===== src/rtl/rom_basic_ctrl_if.sv =====
// CPU-side bus between the 6502 core and the BASIC ROM controller.
// Valid/ready: the CPU presents addr/we only while cpu_clken is high, and it may run only while cpu_ready is high; read data is valid in any cycle where cpu_dvalid is high.
interface rom_basic_ctrl_if;
  logic        cpu_clken;
  logic [15:0] cpu_addr;
  logic        cpu_we;
  logic        cpu_ready;
  logic        cpu_cs;
  logic [7:0]  cpu_dout;
  logic        cpu_dvalid;

  modport master (
    output cpu_clken, cpu_addr, cpu_we,
    input  cpu_ready, cpu_cs, cpu_dout, cpu_dvalid
  );

  modport slave (
    input  cpu_clken, cpu_addr, cpu_we,
    output cpu_ready, cpu_cs, cpu_dout, cpu_dvalid
  );
endinterface


===== src/rtl/rom_basic_ctrl.sv =====
// Integer BASIC ROM controller: power-up checksum scan of the 4 KB ROM, then
// CPU read decoding with one-cycle registered read data and write flagging.
module rom_basic_ctrl #(
  parameter logic [15:0] BASE_ADDR  = 16'hE000,
  parameter bit          SELFTEST   = 1'b1,
  parameter logic [15:0] EXPECT_SUM = 16'h0000
) (
  input  logic              clk,
  input  logic              rst,
  rom_basic_ctrl_if.slave   cpu,
  output logic [11:0]       rom_addr,
  input  logic [7:0]        rom_dout,
  output logic [15:0]       cksum,
  output logic              cksum_done,
  output logic              cksum_ok,
  output logic              wr_err,
  output logic [1:0]        fsm_state
);

  typedef enum logic [1:0] {
    SCAN  = 2'd0,
    DRAIN = 2'd1,
    RUN   = 2'd2
  } state_t;

  state_t      state;
  logic [11:0] scan_addr;
  logic        pend;
  logic        rd_pend;
  logic        ready_q;
  logic        dvalid_q;
  logic [7:0]  dout_q;

  logic        cs;
  logic        rd_req;
  logic        wr_req;
  logic [15:0] sum_next;

  assign cs       = (cpu.cpu_addr[15:12] == BASE_ADDR[15:12]);
  assign rd_req   = (state == RUN) && cpu.cpu_clken && cs && !cpu.cpu_we;
  assign wr_req   = (state == RUN) && cpu.cpu_clken && cs && cpu.cpu_we;
  assign sum_next = cksum + {8'h00, rom_dout};

  // The ROM address follows the CPU bus combinationally once running so the
  // synchronous ROM captures the byte on the same edge as the strobe.
  assign rom_addr = (state == RUN) ? cpu.cpu_addr[11:0] : scan_addr;

  assign cpu.cpu_ready  = ready_q;
  assign cpu.cpu_cs     = cs;
  assign cpu.cpu_dout   = dout_q;
  assign cpu.cpu_dvalid = dvalid_q;
  assign fsm_state      = state;

  always_ff @(posedge clk) begin
    if (rst) begin
      state      <= SELFTEST ? SCAN : RUN;
      scan_addr  <= 12'h000;
      pend       <= 1'b0;
      rd_pend    <= 1'b0;
      cksum      <= 16'h0000;
      cksum_done <= !SELFTEST;
      cksum_ok   <= 1'b0;
      wr_err     <= 1'b0;
      ready_q    <= !SELFTEST;
      dout_q     <= 8'h00;
      dvalid_q   <= 1'b0;
    end else begin
      dvalid_q <= 1'b0;
      rd_pend  <= 1'b0;
      case (state)
        SCAN: begin
          // rom_dout holds the byte addressed on the previous edge.
          scan_addr <= scan_addr + 12'd1;
          pend      <= 1'b1;
          if (pend) cksum <= sum_next;
          if (scan_addr == 12'hFFF) state <= DRAIN;
        end
        DRAIN: begin
          cksum      <= sum_next;
          cksum_done <= 1'b1;
          cksum_ok   <= (sum_next == EXPECT_SUM);
          ready_q    <= 1'b1;
          pend       <= 1'b0;
          state      <= RUN;
        end
        RUN: begin
          rd_pend <= rd_req;
          if (rd_pend) begin
            dout_q   <= rom_dout;
            dvalid_q <= 1'b1;
          end
          if (wr_req) wr_err <= 1'b1;
        end
        default: state <= SELFTEST ? SCAN : RUN;
      endcase
    end
  end

endmodule


===== src/flat_wrapper.sv =====
// flat-port wrapper written by rule: the top's interface ports become plain ports
module rom_basic_ctrl_flat 
#(
  parameter logic [15:0] BASE_ADDR  = 16'hE000,
  parameter bit          SELFTEST   = 1'b1,
  parameter logic [15:0] EXPECT_SUM = 16'h0000
)
  (clk, rst, rom_addr, rom_dout, cksum, cksum_done, cksum_ok, wr_err, fsm_state, cpu_cpu_clken, cpu_cpu_addr, cpu_cpu_we, cpu_cpu_ready, cpu_cpu_cs, cpu_cpu_dout, cpu_cpu_dvalid);
  rom_basic_ctrl_if cpu_i ();
  input  logic clk;
  input  logic rst;
  output logic [11:0] rom_addr;
  input  logic [7:0] rom_dout;
  output logic [15:0] cksum;
  output logic cksum_done;
  output logic cksum_ok;
  output logic wr_err;
  output logic [1:0] fsm_state;
  input wire logic [$bits(cpu_i.cpu_clken)-1:0] cpu_cpu_clken;
  input wire logic [$bits(cpu_i.cpu_addr)-1:0] cpu_cpu_addr;
  input wire logic [$bits(cpu_i.cpu_we)-1:0] cpu_cpu_we;
  output wire logic [$bits(cpu_i.cpu_ready)-1:0] cpu_cpu_ready;
  output wire logic [$bits(cpu_i.cpu_cs)-1:0] cpu_cpu_cs;
  output wire logic [$bits(cpu_i.cpu_dout)-1:0] cpu_cpu_dout;
  output wire logic [$bits(cpu_i.cpu_dvalid)-1:0] cpu_cpu_dvalid;
  assign cpu_i.cpu_clken = cpu_cpu_clken;
  assign cpu_i.cpu_addr = cpu_cpu_addr;
  assign cpu_i.cpu_we = cpu_cpu_we;
  assign cpu_cpu_ready = cpu_i.cpu_ready;
  assign cpu_cpu_cs = cpu_i.cpu_cs;
  assign cpu_cpu_dout = cpu_i.cpu_dout;
  assign cpu_cpu_dvalid = cpu_i.cpu_dvalid;
  rom_basic_ctrl #(.BASE_ADDR(BASE_ADDR), .SELFTEST(SELFTEST), .EXPECT_SUM(EXPECT_SUM)) u_core (.clk(clk), .rst(rst), .cpu(cpu_i), .rom_addr(rom_addr), .rom_dout(rom_dout), .cksum(cksum), .cksum_done(cksum_done), .cksum_ok(cksum_ok), .wr_err(wr_err), .fsm_state(fsm_state));
endmodule

===== config.mk =====
export PLATFORM = sky130hd
export DESIGN_NAME = rom_basic_ctrl_flat
export DESIGN_NICKNAME = d
export VERILOG_FILES = /design/src/rtl/rom_basic_ctrl_if.sv /design/src/rtl/rom_basic_ctrl.sv /design/src/flat_wrapper.sv
export SDC_FILE = /design/constraint.sdc
export NUM_CORES = 1
export LEC_CHECK = 0
export BUFFER_PORTS_ARGS = -buffer_cell sky130_fd_sc_hd__buf_2
export CAP_MARGIN = 20
export CORE_MARGIN = 2
export CORE_UTILIZATION = 50
export CTS_CLUSTER_DIAMETER = 80
export DETAILED_ROUTE_END_ITERATION = 12
export GPL_ROUTABILITY_DRIVEN = 0
export HOLD_SLACK_MARGIN = 0.12
export PLACE_DENSITY = 0.78
export SLEW_MARGIN = 15
export SYNTH_ARGS = -nofsm -noshare
export SYNTH_HDL_FRONTEND = slang
export SYNTH_SLANG_ARGS = --single-unit

===== constraint.sdc =====
create_clock -name clk -period 5.3 [get_ports clk]
set_clock_uncertainty 0.2 [all_clocks]
set_input_delay 0.265 -clock clk [delete_from_list [all_inputs] [get_ports clk]]
set_output_delay 0.265 -clock clk [all_outputs]
set_load 0.02 [all_outputs]

==> flow_summary.ini, run 1 <==
[timing]
min_period_ns = 2.77
postLayoutSetupSlackWorst_ns = 2.53
setup_viol = 0
slew-limit-headroom = 0.443
hold_violations = 0
finalSetupTns_ns = 0
worst_slew_pin_slew_ns = 0.832
fin_crit_sh = 0.523
fmax_mhz = 361
rsz0062_at_grt = no
holdWs_ns = 0.258
drv_slew = 0

[die]
die_w_microns = 73.5
num_rows = 25
coreArea_sq_mm = 0.00469
dieArea_sq_mm = 0.00541
initial_core_util = 0.515
ios = 72
die_h_microns = 73.5

[logic_synthesis]
synth_flop_cell = dfxtp_1
synth_edf_count = 0
netlist_top_cells_area = dfxtp_1 36%, a21oi_1 6.0%, mux2_2 5.6%
async_reset_ff_frac = 0
ys_ff_latch = 44
synth_top_cell_area_share = 0.364
synth_nets = 325
seq_area_frac_synth = 0.364
syn_area_sq_mm = 0.00242
synth_top_area_cell = dfxtp_1
synth_warnings = 0
ys_types = 51
synthCells = 287
avgSynthCellArea_sq_um = 8.42

[worst_hold_path]
worstHoldEndpoint = u_core.cpu.cpu_dout[0]
hold_depth = 2
hp-start = u_core.cpu.cpu_dout[0]
hold_class = flop to flop

[drt]
routed_wirelength_microns = 5770
vias_per_cell = 5.53
drcViolationCount = 0
first_iter_violations = 127
ant_nets = 0
num_vias = 2310
wl_per_cell_microns = 13.8
dr.pass1.iters = 4

[global_routing]
grt_max_degree = 46
grt_use_total = 0.218
grt_pass1_wl_microns = 9320
grt_pass1_vias = 2051
overflow = 0
antenna_found_initial = 0

[clock_tree]
cts_buffer_depth = 2
numCtsBuffers = 5
cts-root-buf = clkbuf_8
clk_transition_reported_paths_ns = 0.08
insertion_delay_ns = 0.30
post-cts-setup-buffers = 0
clkSinkCount = 44
htree_levels = 2
cts_resized = 0
cts_tree = built

[cells_and_area]
fin_util = 0.635
final_cell_mix = 71 x buf_2, 44 x dfxtp_1, 33 x nand2_1
syn2layout_area_growth_pct = 23.2
nFillCells = 417
multi_input_area_sq_mm = 0.00143
diodes = 0
nNetsFinal = 401
final-seq-area_sq_um = 881
drive_above_1_share = 0.277
layout_commonest_cell = buf_2

[worst_setup_path]
rrSetupSlack_ns = 2.76
cp_max_fo = 3
crit_type = primary input to flop
setup.worst_path.start = rom_dout[0]
cp-end-kind = flop
arrival_ns = 2.73
critPathLaunchType = primary input
r2r-end = u_core.cksum[10]
reg2reg_depth = 10
required_ns = 5.25
reg2reg_from = u_core.cksum[0]

[placed_design]
pre_cts_slack_ns = 2.77
io_buffer_count = 71
dp_hpwl_microns = 4060

[outcome]
status = finished, final reports clean

[flow_run]
max_cap_viol_count = 0

[power_and_ir_drop]
power.density_mw_per_mm2 = 245
peakVddDrop_uv = 146
leakagePower_nw = 1.31
[worst max-delay path by stage]
| stage | endpoint | slack (ns) |
|---|---|---|
| after detailed placement | u_core.cksum[10] | 2.77 |
| final | u_core.cksum[10] | 2.53 |
| after CTS | u_core.cksum[10] | 2.53 |
| after floorplan | u_core.cksum_ok | 2.80 |
| after global placement | u_core.cksum[12] | 2.83 |
| after global routing | u_core.cksum[12] | 2.35 |
[synthesized netlist by cell type (4+ instances only)]
cell      count
dfxtp_1      44
clkbuf_1      8
a211oi_1      5
or3_1         4
inv_1         9
nor3_1        5
nand3_1      21
and3_1        4
a21oi_1      29
nand2_1      33
mux2_2       12
xor2_1       15
xnor2_1       9
ha_1          9
nand4_1       4
o21ai_0       8
nor2_1       27
[logic make-up after synthesis]
family,synth area share
AND/OR/NAND/NOR,0.240
XOR/XNOR,0.0870
AO/OA/AOI/OAI,0.151
flip-flops,0.364
multiplexers,0.0600
adder cells (fa/ha/maj),0.0549
buffers and inverters,0.0430
[where the power goes]
part / total (W) / switching (W) / internal (W) / leakage, nW
clock network: 0.000225 / 0.000120 / 0.000106 / 0.0434
logic: 0.000152 / 0.0000887 / 0.0000636 / 0.909
registers: 0.000351 / 0.00000974 / 0.000341 / 0.357
[worst max-delay path: stages]
cell and delay (ns):
dlygate4sd3_1 0.52, buf_2 0.12, ha_1 0.19, inv_1 0.07, fa_1 0.39, nand2b_1 0.17, a21oi_1 0.21, a2bb2oi_2 0.24
and2_1 0.22, nand3_1 0.11, xor2_1 0.16, nor2_1 0.05
[sequential cells by signal, indices dropped and copies added, names as in the netlist]
signal                 count
u_core.fsm_state           2
u_core.cpu.cpu_dout        8
u_core.cksum              16
u_core.cpu.cpu_dvalid      1
u_core.scan_addr          12
u_core.cksum_ok            1
u_core.rd_pend             1
u_core.cpu.cpu_ready       1
u_core.wr_err              1
u_core.pend                1
[final cells by class]
class | count | area share
sequential | 44 | 0.296
multi-input combinational | 221 | 0.481
clock buffer | 6 | 0.0277
timing repair buffer | 82 | 0.156
clock inverter | 2 | 0.00504
inverter | 9 | 0.0113
tap | 54 | 0.0227
[metrics by stage]
stage,power (W),cells,area (sq um)
after floorplan,0.000465,287,2420
after global placement,0.000500,399,2770
after detailed placement,0.000503,399,2770
after CTS,0.000733,418,2980
after global routing,0.000767,418,2980
final,0.000728,418,2980
[layer usage]
| layer | up-vias | share of wire | global-route usage |
|---|---|---|---|
| li1 | 1168 | - | - |
| met1 | 1081 | 0.47 | 0.290 |
| met2 | 57 | 0.48 | 0.362 |
| met3 | 4 | 0.041 | 0.0412 |
| met4 | 0 | 0.0078 | 0.0545 |
| met5 | - | 0 | 0 |
[timing repair]
item,4_1_cts,5_1_grt
endpoints found under the setup margin,0,0
hold buffers,11,0
hold endpoints to repair,10,0
No activity file was read; power rests on OpenSTA's default activity.
==> run 2: changes to the inputs <==
ABC_AREA = 1   (was unset)
CORE_UTILIZATION = 47   (was 50)
PLACE_DENSITY = 0.76   (was 0.78)
clock period = 2.5 ns   (was 5.3 ns; I/O delays follow)
==> run 2 against run 1 <==
Effect of this change: flip-flop and latch count unchanged; clock power is 110% higher; synthesized cell count increased by 46%; global-route usage grew 0.70 points; highest routed layer unchanged; critical path depth rose by 6; worst setup slack worse by 2.3 ns; total power grew 120%; die area is 15% higher; area after synthesis is 8.8% higher; routed wire length grew 15%; largest cell class unchanged; clock-buffer cell count is 1 higher; register-to-register slack worse by 2.5 ns.
==> flow_summary.ini, run 2 <==
[outcome]
status = finished, final reports clean

[timing]
setup_viol = 0
fin_crit_sh = 0.905
slew-limit-headroom = 0.514
rsz0062_at_grt = no
drv_slew = 0
fmax_mhz = 442
worst_slew_pin_slew_ns = 0.729
finalSetupTns_ns = 0
hold_violations = 0
min_period_ns = 2.26

[logic_synthesis]
synth_edf_count = 0
syn_area_sq_mm = 0.00263
netlist_top_cells_area = dfxtp_1 33%, nand2_1 19%, inv_1 9.8%
synthCells = 420
yosysMostFrequentCell = nand2_1
avgSynthCellArea_sq_um = 6.26
ys_types = 31
ys_ff_latch = 44
synth_warnings = 0
synth_top_area_cell = dfxtp_1
synth_nets = 458
seq_area_frac_synth = 0.335
synth_top_cell_area_share = 0.335
ys_top_cells_by_count = 136 x nand2_1, 69 x inv_1, 44 x dfxtp_1
synth_flop_cell = dfxtp_1
async_reset_ff_frac = 0

[die]
dieArea_sq_mm = 0.00621
num_rows = 27
die_w_microns = 78.8
die_h_microns = 78.8
coreArea_sq_mm = 0.00544
initial_core_util = 0.484
ios = 72

[cells_and_area]
fin_util = 0.619
drive_above_1_share = 0.180
nNetsFinal = 548
top_register = u_core.cksum
nFillCells = 530
layout_commonest_cell = nand2_1
syn2layout_area_growth_pct = 28.1
largest_reg_flops = 16
final_cell_mix = 136 x nand2_1, 71 x buf_2, 68 x inv_1
diodes = 0
fin_cells = 583

[global_routing]
grt_max_degree = 25
grt_pass1_wl_microns = 11200
overflow = 0
antenna_found_initial = 0
grt_use_total = 0.225
grt_pass1_vias = 2605

[clock_tree]
clk_transition_reported_paths_ns = 0.09
clkSinkCount = 44
cts-root-buf = clkbuf_8
numCtsBuffers = 5
htree_levels = 2
insertion_delay_ns = 0.30
cts_tree = built
cts_buffer_depth = 2

[worst_setup_path]
cp_max_fo = 5
arrival_ns = 2.32
crit_type = primary input to flop
cp-end-kind = flop
required_ns = 2.55
critPathLaunchType = primary input
rrSetupSlack_ns = 0.27

[flow_run]
max_cap_viol_count = 0

[power_and_ir_drop]
p_sw_w = 0.000507
leakagePower_nw = 1.79
p_int_w = 0.00109
power.density_mw_per_mm2 = 474
seq_power_share = 0.475
switching_share = 0.318
combPwrFrac = 0.229
peakVddDrop_uv = 234
pwr-share-clk = 0.295

[drt]
first_iter_violations = 197
routed_wirelength_microns = 6650
drcViolationCount = 0
vias_per_cell = 4.96
num_vias = 2892
dr.pass1.iters = 5
wl_per_cell_microns = 11.4
ant_nets = 0

[placed_design]
io_buffer_count = 71
dp.cells = 554
dp_hpwl_microns = 4830

[worst_hold_path]
hold_class = flop to flop
run 2: changes by cell type in the layout (fill, tap and decap cells not counted), moves of 4 or more:
cell,delta
a211oi_1,-5
a21oi_1,-5
dlygate4sd3_1,+10
inv_1,+59
mux2_2,-12
nand2_1,+103
nand3_1,+12
nor2_2,+4
o211ai_1,+10
o21ai_0,+13
or3_1,-4
xnor2_1,-9
xor2_1,-15
run 2: path summary, 6_finish.rpt:
| check | from | to | cells after the start |
|---|---|---|---|
| worst max register to register | u_core.fsm_state[1] | u_core.cpu.cpu_dout[1] | 6 |
| worst min register to register | u_core.wr_err | u_core.wr_err | 2 |
| worst min-delay path | u_core.wr_err | u_core.wr_err | 2 |
| worst max-delay path | rom_dout[0] | u_core.cksum_ok | 18 |
run 2: area by class of cell:
cell class	count	area [sq um]	area share
multi-input cells	296	1450	0.431
flip-flops and latches	44	881	0.262
repair buffers	94	593	0.176
inverters	69	259	0.0769
well taps	72	90.1	0.0267
clock buffers	7	86.3	0.0256
clock inverters	1	7.51	0.00223
run 2: power by group through the flow:
stage / clock, W / sequential (W) / combinational (W)
after detailed placement: 0 / 0.000774 / 0.000347
after floorplan: 0 / 0.000796 / 0.000218
after CTS: 0.000478 / 0.000758 / 0.000364
after global placement: 0 / 0.000773 / 0.000341
after global routing: 0.000515 / 0.000762 / 0.000413
final: 0.000471 / 0.000758 / 0.000366
run 2: per-stage QoR:
| stage | cell area [sq um] | hold WS (ns) | power [W] | setup WS, ns |
|---|---|---|---|---|
| after floorplan | 2630 | 0.000855 | 0.00101 | 0.378 |
| after global placement | 3060 | 0.110 | 0.00111 | 0.437 |
| after detailed placement | 3060 | 0.105 | 0.00112 | 0.366 |
| after CTS | 3360 | 0.257 | 0.00160 | 0.0938 |
| after global routing | 3370 | 0.292 | 0.00169 | 0.00705 |
| final | 3370 | 0.252 | 0.00160 | 0.238 |
run 2: repair_timing:
item | in CTS | in global routing
hold endpoints to repair | 15 | 0
hold buffers | 21 | 0
resized for setup | 0 | 2
endpoints found under the setup margin | 0 | 9
setup buffers | 0 | 0
run 2: logic make-up (layout without fill, tap and decap cells):
kind of cell               count (synthesis)  count (layout)  synth area share
adders and majority gates                 10              10            0.0504
DFF                                       44              44             0.335
and+or+nand+nor                          225             225             0.369
buffers and inverters                     80             171             0.116
AOI/OAI and AO/OA                         61              61             0.129
run 2: layer usage:
metal	vias to the layer above	global-route usage	routed length, microns
met1	1290	0.261	2990
met5	-	0	0
met4	0	0.0649	68
met3	10	0.0477	297
met2	75	0.413	3290
li1	1517	-	-
run 2: critical path, cell delays in order:
cell	delay (ns)
dlygate4sd3_1	0.52
buf_2	0.11
ha_1	0.16
inv_1	0.06
fa_1	0.40
inv_2	0.11
nand2_1	0.06
nand2_1	0.07
nand3_1	0.06
nand2_1	0.09
nand2_1	0.05
nor2_1	0.09
nand2_1	0.07
nor2_1	0.09
nand2_1	0.06
nor2_1	0.08
nand2_1	0.06
nand2_1	0.05
